`src/rtl/mr_pkg.sv`:
```
// Shared state types, prime base table and helpers for the Miller-Rabin engine
// and its modular multiplier.
package mr_pkg;

  typedef enum logic [3:0] {
    ST_IDLE,
    ST_CHECK,
    ST_DECOMP,
    ST_ROUND_INIT,
    ST_EXP_SQ,
    ST_EXP_MUL,
    ST_EVAL,
    ST_SQ_LOOP,
    ST_DONE
  } mr_state_t;

  typedef enum logic [1:0] {
    MM_IDLE,
    MM_RUN,
    MM_OUT
  } mm_phase_t;

  localparam int MR_NUM_BASES = 12;
  localparam int unsigned MR_BASES [MR_NUM_BASES] =
    '{2, 3, 5, 7, 11, 13, 17, 19, 23, 29, 31, 37};

  function automatic int unsigned clamp_rounds(input int unsigned req,
                                               input int unsigned max_rounds);
    return (req > max_rounds) ? max_rounds : req;
  endfunction

  // Table lookup by comparison so callers may pass an index of any width.
  function automatic int unsigned mr_base(input int unsigned idx);
    int unsigned b;
    b = 0;
    for (int i = 0; i < MR_NUM_BASES; i++) begin
      if (idx == 32'(i)) b = MR_BASES[i];
    end
    return b;
  endfunction

endpackage

```
`src/rtl/mr_modmul.sv`:
```
// Interleaved shift-add modular multiplier: p = a*b mod m, one bit of a per cycle.
// A start while busy restarts the operation; done pulses WIDTH+2 cycles after start.
module mr_modmul
  import mr_pkg::*;
#(
  parameter int WIDTH = 32
) (
  input  logic             clk,
  input  logic             rst,
  input  logic             start,
  input  logic [WIDTH-1:0] a,
  input  logic [WIDTH-1:0] b,
  input  logic [WIDTH-1:0] m,
  output logic             done,
  output logic [WIDTH-1:0] p
);

  localparam int CW = (WIDTH > 1) ? $clog2(WIDTH) : 1;

  mm_phase_t        phase;
  logic [WIDTH-1:0] a_r, b_r, m_r, acc;
  logic [CW-1:0]    cnt;

  logic [WIDTH+1:0] m_x, dbl, dbl_red, sum, sum_red;
  logic [1:0]       unused_hi;

  // acc < m, so 2*acc and (2*acc mod m) + b both stay below 2m and need one subtract each.
  // NOTE: every variable written here is assigned on every path, so no latch can form.
  always_comb begin
    m_x     = {2'b00, m_r};
    dbl     = {1'b0, acc, 1'b0};
    dbl_red = (dbl >= m_x) ? dbl - m_x : dbl;
    sum     = dbl_red + (a_r[WIDTH-1] ? {2'b00, b_r} : '0);
    sum_red = (sum >= m_x) ? sum - m_x : sum;
  end

  assign unused_hi = sum_red[WIDTH+1:WIDTH];

  // NOTE: sequential state uses non-blocking assignments so every register samples pre-edge values.
  always_ff @(posedge clk or posedge rst) begin
    if (rst) begin
      phase <= MM_IDLE;
      a_r   <= '0;
      b_r   <= '0;
      m_r   <= '0;
      acc   <= '0;
      cnt   <= '0;
      done  <= 1'b0;
      p     <= '0;
    end else begin
      done <= 1'b0;
      if (start) begin
        a_r   <= a;
        b_r   <= b;
        m_r   <= m;
        acc   <= '0;
        cnt   <= CW'(WIDTH - 1);
        phase <= MM_RUN;
      end else begin
        case (phase)
          MM_RUN: begin
            acc <= sum_red[WIDTH-1:0];
            a_r <= a_r << 1;
            if (cnt == '0) phase <= MM_OUT;
            else           cnt   <= cnt - 1'b1;
          end
          MM_OUT: begin
            p     <= acc;
            done  <= 1'b1;
            phase <= MM_IDLE;
          end
          default: ;
        endcase
      end
    end
  end

endmodule

```
`src/rtl/miller_rabin_engine.sv`:
```
// Miller-Rabin primality tester with fixed prime bases and a shared sequential multiplier.
// Optional MR_ABORT_EN adds an abort input that cancels a running test without a done pulse.
module miller_rabin_engine
  import mr_pkg::*;
#(
  parameter int WIDTH      = 32,
  parameter int MAX_ROUNDS = 8,
  parameter int ROUND_W    = $clog2(MAX_ROUNDS + 1)
) (
  input  logic               clk,
  input  logic               rst,
  input  logic               start,
  input  logic [WIDTH-1:0]   n,
  input  logic [ROUND_W-1:0] rounds,
`ifdef MR_ABORT_EN
  input  logic               abort,
`endif
  output logic               busy,
  output logic               done,
  output logic               is_prime,
  output logic [WIDTH-1:0]   witness,
  output logic [ROUND_W-1:0] rounds_run
);

  localparam int SW = $clog2(WIDTH) + 1;
  localparam int PW = $clog2(WIDTH);
  localparam logic [WIDTH-1:0] ONE = WIDTH'(1);

  mr_state_t          state;
  logic [WIDTH-1:0]   n_r, nm1_r, d_r, y_r, base_r;
  logic [SW-1:0]      s_r, j_r;
  logic [PW-1:0]      bit_ptr;
  logic [ROUND_W-1:0] rounds_eff, round_idx;

  logic [WIDTH-1:0]   cur_base;
  logic               rounds_left, skip_base, y_pass, abort_hit;

  logic               mm_start, mm_done;
  logic [WIDTH-1:0]   mm_a, mm_b, mm_p;

`ifdef MR_ABORT_EN
  assign abort_hit = abort && busy;
`else
  assign abort_hit = 1'b0;
`endif

  assign cur_base    = WIDTH'(mr_base(32'(round_idx)));
  assign rounds_left = (round_idx != rounds_eff);
  assign skip_base   = (cur_base >= nm1_r);
  assign y_pass      = (y_r == ONE) || (y_r == nm1_r);

  // Multiplies are issued combinationally from the previous product so they run back to back.
  always_comb begin
    mm_start = 1'b0;
    mm_a     = y_r;
    mm_b     = y_r;
    case (state)
      ST_ROUND_INIT:
        if (rounds_left && !skip_base) begin
          mm_start = 1'b1;
          mm_a     = ONE;
          mm_b     = ONE;
        end
      ST_EXP_SQ:
        if (mm_done) begin
          if (d_r[bit_ptr]) begin
            mm_start = 1'b1;
            mm_a     = mm_p;
            mm_b     = base_r;
          end else if (bit_ptr != '0) begin
            mm_start = 1'b1;
            mm_a     = mm_p;
            mm_b     = mm_p;
          end
        end
      ST_EXP_MUL:
        if (mm_done && bit_ptr != '0) begin
          mm_start = 1'b1;
          mm_a     = mm_p;
          mm_b     = mm_p;
        end
      ST_EVAL:
        mm_start = !y_pass && (s_r > SW'(1));
      ST_SQ_LOOP:
        if (mm_done && mm_p != nm1_r && mm_p != ONE && (j_r + SW'(1)) < s_r) begin
          mm_start = 1'b1;
          mm_a     = mm_p;
          mm_b     = mm_p;
        end
      default: ;
    endcase
    if (abort_hit) mm_start = 1'b0;
  end

  mr_modmul #(.WIDTH(WIDTH)) u_modmul (
    .clk   (clk),
    .rst   (rst),
    .start (mm_start),
    .a     (mm_a),
    .b     (mm_b),
    .m     (n_r),
    .done  (mm_done),
    .p     (mm_p)
  );

  always_ff @(posedge clk or posedge rst) begin
    if (rst) begin
      state      <= ST_IDLE;
      busy       <= 1'b0;
      done       <= 1'b0;
      is_prime   <= 1'b0;
      witness    <= '0;
      rounds_run <= '0;
      n_r        <= '0;
      nm1_r      <= '0;
      d_r        <= '0;
      y_r        <= '0;
      base_r     <= '0;
      s_r        <= '0;
      j_r        <= '0;
      bit_ptr    <= '0;
      rounds_eff <= '0;
      round_idx  <= '0;
    end else begin
      done <= 1'b0;
      if (abort_hit) begin
        state <= ST_IDLE;
        busy  <= 1'b0;
      end else begin
        case (state)
          ST_IDLE, ST_DONE: begin
            if (start) begin
              n_r        <= n;
              rounds_eff <= ROUND_W'(clamp_rounds(32'(rounds), 32'(MAX_ROUNDS)));
              busy       <= 1'b1;
              state      <= ST_CHECK;
            end else begin
              state <= ST_IDLE;
            end
          end

          ST_CHECK: begin
            nm1_r     <= n_r - ONE;
            d_r       <= n_r - ONE;
            s_r       <= '0;
            round_idx <= '0;
            if (n_r < WIDTH'(4) || !n_r[0]) begin
              // 2 and 3 are prime; 0, 1 and every other even value are composite.
              is_prime   <= (n_r == WIDTH'(2)) || (n_r == WIDTH'(3));
              witness    <= '0;
              rounds_run <= '0;
              done       <= 1'b1;
              busy       <= 1'b0;
              state      <= ST_DONE;
            end else begin
              state <= ST_DECOMP;
            end
          end

          ST_DECOMP: begin
            if (!d_r[0]) begin
              d_r <= d_r >> 1;
              s_r <= s_r + 1'b1;
            end else begin
              state <= ST_ROUND_INIT;
            end
          end

          ST_ROUND_INIT: begin
            if (!rounds_left) begin
              is_prime   <= 1'b1;
              witness    <= '0;
              rounds_run <= rounds_eff;
              done       <= 1'b1;
              busy       <= 1'b0;
              state      <= ST_DONE;
            end else if (skip_base) begin
              round_idx <= round_idx + 1'b1;
            end else begin
              base_r  <= cur_base;
              y_r     <= ONE;
              bit_ptr <= PW'(WIDTH - 1);
              state   <= ST_EXP_SQ;
            end
          end

          ST_EXP_SQ: begin
            if (mm_done) begin
              y_r <= mm_p;
              if (d_r[bit_ptr])         state   <= ST_EXP_MUL;
              else if (bit_ptr == '0)   state   <= ST_EVAL;
              else                      bit_ptr <= bit_ptr - 1'b1;
            end
          end

          ST_EXP_MUL: begin
            if (mm_done) begin
              y_r <= mm_p;
              if (bit_ptr == '0) begin
                state <= ST_EVAL;
              end else begin
                bit_ptr <= bit_ptr - 1'b1;
                state   <= ST_EXP_SQ;
              end
            end
          end

          ST_EVAL: begin
            if (y_pass) begin
              round_idx <= round_idx + 1'b1;
              state     <= ST_ROUND_INIT;
            end else if (s_r > SW'(1)) begin
              j_r   <= SW'(1);
              state <= ST_SQ_LOOP;
            end else begin
              is_prime   <= 1'b0;
              witness    <= base_r;
              rounds_run <= round_idx + 1'b1;
              done       <= 1'b1;
              busy       <= 1'b0;
              state      <= ST_DONE;
            end
          end

          ST_SQ_LOOP: begin
            if (mm_done) begin
              y_r <= mm_p;
              if (mm_p == nm1_r) begin
                round_idx <= round_idx + 1'b1;
                state     <= ST_ROUND_INIT;
              end else if (mm_p == ONE || (j_r + SW'(1)) >= s_r) begin
                // A nontrivial square root of 1, or the squarings ran out before reaching n-1.
                is_prime   <= 1'b0;
                witness    <= base_r;
                rounds_run <= round_idx + 1'b1;
                done       <= 1'b1;
                busy       <= 1'b0;
                state      <= ST_DONE;
              end else begin
                j_r <= j_r + 1'b1;
              end
            end
          end

          default: state <= ST_IDLE;
        endcase
      end
    end
  end

endmodule

```
`config.mk`:
```
export PLATFORM = sky130hd
export DESIGN_NAME = miller_rabin_engine
export DESIGN_NICKNAME = d
export VERILOG_FILES = /design/src/rtl/mr_pkg.sv /design/src/rtl/mr_modmul.sv /design/src/rtl/miller_rabin_engine.sv
export SDC_FILE = /design/constraint.sdc
export NUM_CORES = 1
export LEC_CHECK = 0
export BUFFER_PORTS_ARGS = -buffer_cell sky130_fd_sc_hd__buf_2
export CORE_ASPECT_RATIO = 0.5
export CORE_UTILIZATION = 35
export DETAILED_ROUTE_END_ITERATION = 12
export GPL_TIMING_DRIVEN = 0
export PLACE_DENSITY = 0.55
export SYNTH_ARGS = -nofsm -noshare
export SYNTH_HDL_FRONTEND = slang
export SYNTH_SLANG_ARGS = --single-unit
export TNS_END_PERCENT = 1
```
`constraint.sdc`:
```
create_clock -name clk -period 13.43 [get_ports clk]
set_input_delay 4.029 -clock clk [delete_from_list [all_inputs] [get_ports clk]]
set_output_delay 4.029 -clock clk [all_outputs]
set_load 0.005 [all_outputs]
```
* After elaboration in Yosys (flattened, before gate mapping)
Cells that the tools add are included.
** Cells by class
- Reductions and logical operators :: 41
- $lt $le $gt $ge :: 9
- Add/subtract/negate cells :: 9
- Multiplexer cells :: 126
- Bitwise gates (word level) :: 2
- Equality and inequality tests :: 56
** Operators by type and width (number)
- $mux 32 :: 25
- $pmux 32 s4 :: 3
- $pmux 32 s2 :: 2
- $mux 4 :: 28
- $mux 5 :: 14
- $eq 32x1->1 const B :: 2
- $eq 32x2->1 const B :: 2
- $eq 32x32->1 :: 2
- $mux 6 :: 7
- $ne 2x2->1 const B :: 18
- $add 34x32->34 :: 1
- $ge 34x32->1 :: 1
- $mux 34 :: 1
- $sub 33x32->34 :: 1
- $ge 33x32->1 :: 1
- $eq 4x3->1 const B :: 8
- $ge 32x32->1 :: 1
- $lt 32x3->1 const B :: 1
- $ne 32x1->1 const B :: 1
- $ne 32x32->1 :: 1
- $pmux 4 s4 :: 2
- $pmux 4 s8 :: 1
- $sub 32x1->32 const B :: 1
- $sub 32x32->32 :: 1
- other kinds (45) :: 118
** Storage, ports and cells
- Word-level logic and storage cells :: 268
- Output and inout bits :: 39
- Register bits after elaboration :: 396

* Logic depth before layout (Yosys ltp)
- Word-level depth :: 20
- Depth in mapped cells :: 38
- Mapped depth without buffers :: 36

* By module
Synthesis repeated with hierarchy kept, for this count alone.
** Second synthesis, totals
- Cells, all modules :: 2625
- Area, all modules :: 23399.9 um^2
** Modules (own cells, without submodules)
- mr_modmul :: cells each 1403, seq. area each 4204.0 um^2, instances 1, area an instance 12446.9 um^2
- miller_rabin_engine :: cells each 1222, seq. area each 4404.2 um^2, instances 1, area an instance 10953.0 um^2

* Least setup slack after synthesis
OpenSTA, ideal clock, no wires.
- Kind :: register -> register
- From :: reg u_modmul.acc[8]
- To :: reg u_modmul.acc[31]
- Setup time :: 137 ps
- Setup slack :: 6489 ps
- Cell stages (with the launch flop) :: 34
- Arrival :: 6804 ps
- Period minus slack after synthesis :: 6941 ps
- Data required time :: 13293 ps
- Cell sequence :: dfrtp_1 ha_1 a211oi_1 o21ai_0 a311oi_1 o311ai_2 a41oi_2 o311a_1 buf_2 clkbuf_1 nor2_1 ha_1 fa_1 a211oi_1 o21ai_0 a21o_1 a21oi_1 nor2b_1 o21a_1 o21a_1 o21ai_0 a21oi_1 ha_1 a21oi_1 o21ai_0 a211o_1 a211oi_1 a41oi_1 o221a_2 a21oi_1 o21ai_0 xor2_1 mux2i_1 a21oi_1
** On the way
- Word-level cells in the longest chain between the ends :: 7
- Elaborated cells between the ends (all ways) :: 9
** RTL lines
- from (decl) :: line mr_modmul.sv:21 : logic [WIDTH-1:0] a_r, b_r, m_r, acc;
- from (signal assigned) :: line mr_modmul.sv:62 : acc <= sum_red[WIDTH-1:0];
- $sub 33x32->34 or $ge 33x32->1 (tied branches) :: line mr_modmul.sv:32 : dbl_red = (dbl >= m_x) ? dbl - m_x : dbl;
- $mux 34 (*) :: line mr_modmul.sv:32
- $add 34x32->34 (*) :: line mr_modmul.sv:33 : sum = dbl_red + (a_r[WIDTH-1] ? {2'b00, b_r} : '0);
- $sub 32x32->32 or $ge 34x32->1 (tied branches) :: line mr_modmul.sv:34 : sum_red = (sum >= m_x) ? sum - m_x : sum;
- $mux 32 (*) :: line mr_modmul.sv:34
- $mux 32 (*) :: line mr_modmul.sv:60 : case (phase)
- $mux 32 (*) :: line mr_modmul.sv:52 : if (start) begin
Every way passes the cells marked *; elsewhere a longest branch is shown, timed or not. The select of a mux whose other input is x is not followed.
A chain may end at the register's enable or synchronous reset.

* Worst setup path in the final report
- From :: reg u_modmul.m_r[9]
- To :: reg u_modmul.acc[31]
** On the way
- Word-level cells in the longest chain between the ends :: 7
- Elaborated cells between the ends (all ways) :: 9
** RTL lines
- from (decl) :: line mr_modmul.sv:21
- from (signal assigned) :: line mr_modmul.sv:55 : m_r <= m;
- $sub 33x32->34 or $ge 33x32->1 (tied branches) :: line mr_modmul.sv:32
- $mux 34 :: line mr_modmul.sv:32
- $add 34x32->34 :: line mr_modmul.sv:33
- $sub 32x32->32 or $ge 34x32->1 (tied branches) :: line mr_modmul.sv:34
- $mux 32 (*) :: line mr_modmul.sv:34
- $mux 32 (*) :: line mr_modmul.sv:60
- $mux 32 (*) :: line mr_modmul.sv:52
Marked as above.

==> results by group <==
Clock network
  – Cts bufs inserted: 37
  – H-tree depth: 2
  – CTS Sinks: 344
  – CTS tree: built
  – Clock latency on the worst-skew pair: 0.56 ns
  – Post-cts resize count: 0
  – Clock root buffer master: clkbuf_16
  – Postcts setup bufs: 0
  – CTS clk-pin slew, worst paths: 0.06 ns
  – Hold-fix buffers, CTS: 0
  – CTS max path bufs: 3

Layout
  – Multi-input logic area: 0.01341 mm²
  – Seq. cell area: 0.008608 mm²
  – Layout Cells excl Fill: 3608
  – Most common cell after layout, fill and taps aside: dfrtp_1
  – Fillcell total: 6395
  – Area growth syn-to-layout: 12.53%
  – Final nets: 2876
  – Antenna Diode Count: 0
  – Share of cells above drive strength 1: 0.09828
  – Final core utilization: 0.4042
  – Commonest cells after routing, fill and taps aside: dfrtp_1, nand2_1, o21ai_0, nor2_1, a21oi_1

Die
  – Starting density of the core: 0.3592
  – Die area: 0.06670 mm²
  – Chip Width: 364.3 µm
  – Die height: 183.1 µm
  – Core Box Area: 0.06392 mm²
  – Top-Level Pins: 78
  – Site row count: 65

Synthesis
  – Dominant cell type by area after synthesis: dfrtp_1
  – Seq cells post-synth: 344
  – Synthesized area per cell: 8.877 µm²
  – Async set-reset flop share out of synthesis: 1.000
  – Synth area leaders: dfrtp_1, ha_1, xnor2_1
  – EDFF count, synth: 0
  – Post-Syn Area: 0.02296 mm²
  – Mapped Cells: 2587
  – Count of cell types in the netlist: 82
  – Yosys warning count: 0
  – Post-synth top flop: dfrtp_1
  – Area fraction of the dominant cell type after synthesis: 0.3749
  – Register area share after synthesis: 0.3749

Status
  – Status: complete, no violations

Drt
  – Antenna Nets Post-Route: 0
  – Starting DRT DRC Count: 2062
  – Vias per cell: 5.621
  – Routed len/inst: 22.28 µm
  – DRT Pass-1 Iters: 6
  – Total wire length: 80.40 mm
  – DRC: 0
  – Vias: 20.28k

Timing
  – # setup viols final: 0
  – Final Max Slew Viols: 0
  – FMAX: 0.09831 GHz
  – Relative slew slack: 0.3205
  – Final hold vios: 0
  – Tmin final: 10.17 ns
  – Setup TNS: 0 ns
  – Clock skew: 0.02142 ns
  – RSZ-0062 raised after global routing: no
  – Final Cycle Share: 0.7574
  – Worst Max-Slew Pin Slew: 1.012 ns

Critical path
  – Req. time, crit path: 13.83 ns
  – Startpoint Class: flop
  – Setup Crit Path Kind: flop to flop
  – Arr. time, crit path: 10.57 ns
  – Max incr delay on CP: 0.78 ns
  – Worst-path fanout max: 10
  – Critical path's slowest cell: a211oi_1
  – Critical Path Sink Type: flop

Global route
  – Total GRT Usage: 0.2421
  – Vias in the first global route: 19.37k
  – Largest net degree at the start of global routing: 42
  – Antenna violations before repair: 0
  – Total grt overflow: 0
  – First-pass GRT wire length: 122.3 mm

Place
  – IO Port Bufs: 51
  – Placed cells: 3544
  – HPWL Detailed: 64.25 mm
  – Final GP Congestion: 0.9676

Job
  – MaxCap Viol Count: 0

Min path
  – Hold WC Path Type: flop to flop
-- area by class of cell --
cell class | instances | share of cell area
clock buffers | 49 | 0.03835
multi-input cells | 2025 | 0.5191
well taps | 871 | 0.04217
inverters | 83 | 0.01220
flip-flops and latches | 344 | 0.3331
clock inverters | 15 | 0.009393
repair buffers | 61 | 0.01714
plain buffers | 160 | 0.02857
-- worst paths after layout --
| path | cells after the start | slack (ns) | startpoint | endpoint |
|---|---|---|---|---|
| worst min-delay path | 2 | 0.47 | rounds_run[2] | rounds_run[2] |
| worst max-delay path | 31 | 3.26 | u_modmul.m_r[9] | u_modmul.acc[31] |
| worst min register to register | 2 | 0.47 | rounds_run[2] | rounds_run[2] |
| max in group asynchronous | 5 | 8.81 | rst | u_modmul.m_r[19] |
| min in group asynchronous | 2 | 3.47 | rst | u_modmul.a_r[8] |
| worst max register to register | 31 | 3.26 | u_modmul.m_r[9] | u_modmul.acc[31] |
-- routing by layer --
layer,GRT usage,vias to the layer above,part of all wire
met5,0,-,0
met2,0.3544,684,0.41
met1,0.3659,9955,0.49
met3,0.03878,103,0.070
met4,0.06370,0,0.026
li1,-,9539,-
-- cells in the mapped netlist (34+ instances only) --
cell type	n
o211ai_1	34
and2_1	36
nor4_1	41
nand3_1	45
inv_1	83
dfrtp_1	344
nor3_1	43
nor2_1	186
ha_1	122
clkbuf_1	107
and3_1	36
nand4_1	36
xnor2_1	136
a21oi_1	169
o21ai_0	223
xor2_1	57
mux2_2	68
a31oi_1	39
nand2_1	282
a22o_1	35
a21o_1	77
-- worst max-delay path, delay by kind of cell (launching register included) --
family,cells,cell delay (ns)
AOI/OAI and AO/OA,16,5.30
xor gates and xnor gates,1,0.10
adders and majority gates,4,1.45
buffers and inverters,4,1.43
DFF,1,0.36
muxes,1,0.34
and+or+nand+nor,5,1.01
-- flip-flops by register name, summed over array words and instances (netlist names), 6 cells and up --
signal,cells
n_r,32
nm1_r,32
u_modmul.b_r,32
u_modmul.acc,32
u_modmul.a_r,32
u_modmul.m_r,32
y_r,32
witness,6
d_r,32
s_r,6
base_r,6
j_r,6
u_modmul.p,32
-- metrics by stage --
step	hold WS, ns	cell area (µm²)	setup WS [ns]
3_5_place_dp	0.4704	24610	3.532
6_report	0.4742	25840	3.258
2_1_floorplan	0.4424	23060	4.799
3_3_place_gp	0.4665	24410	2.443
4_1_cts	0.4851	25840	3.434
5_1_grt	0.5142	25840	2.788
-- cell families after synthesis --
logic type	after synthesis	synth area share
AOI/OAI and AO/OA	757	0.2107
xor gates and xnor gates	193	0.07361
adders and majority gates	125	0.06909
buffers and inverters	243	0.04571
DFF	344	0.3749
muxes	106	0.05541
other	1	0.0001633
and+or+nand+nor	818	0.1705
Power is not shown: default switching activity piles up to over one toggle a cycle in this logic, so the estimate is an artifact.
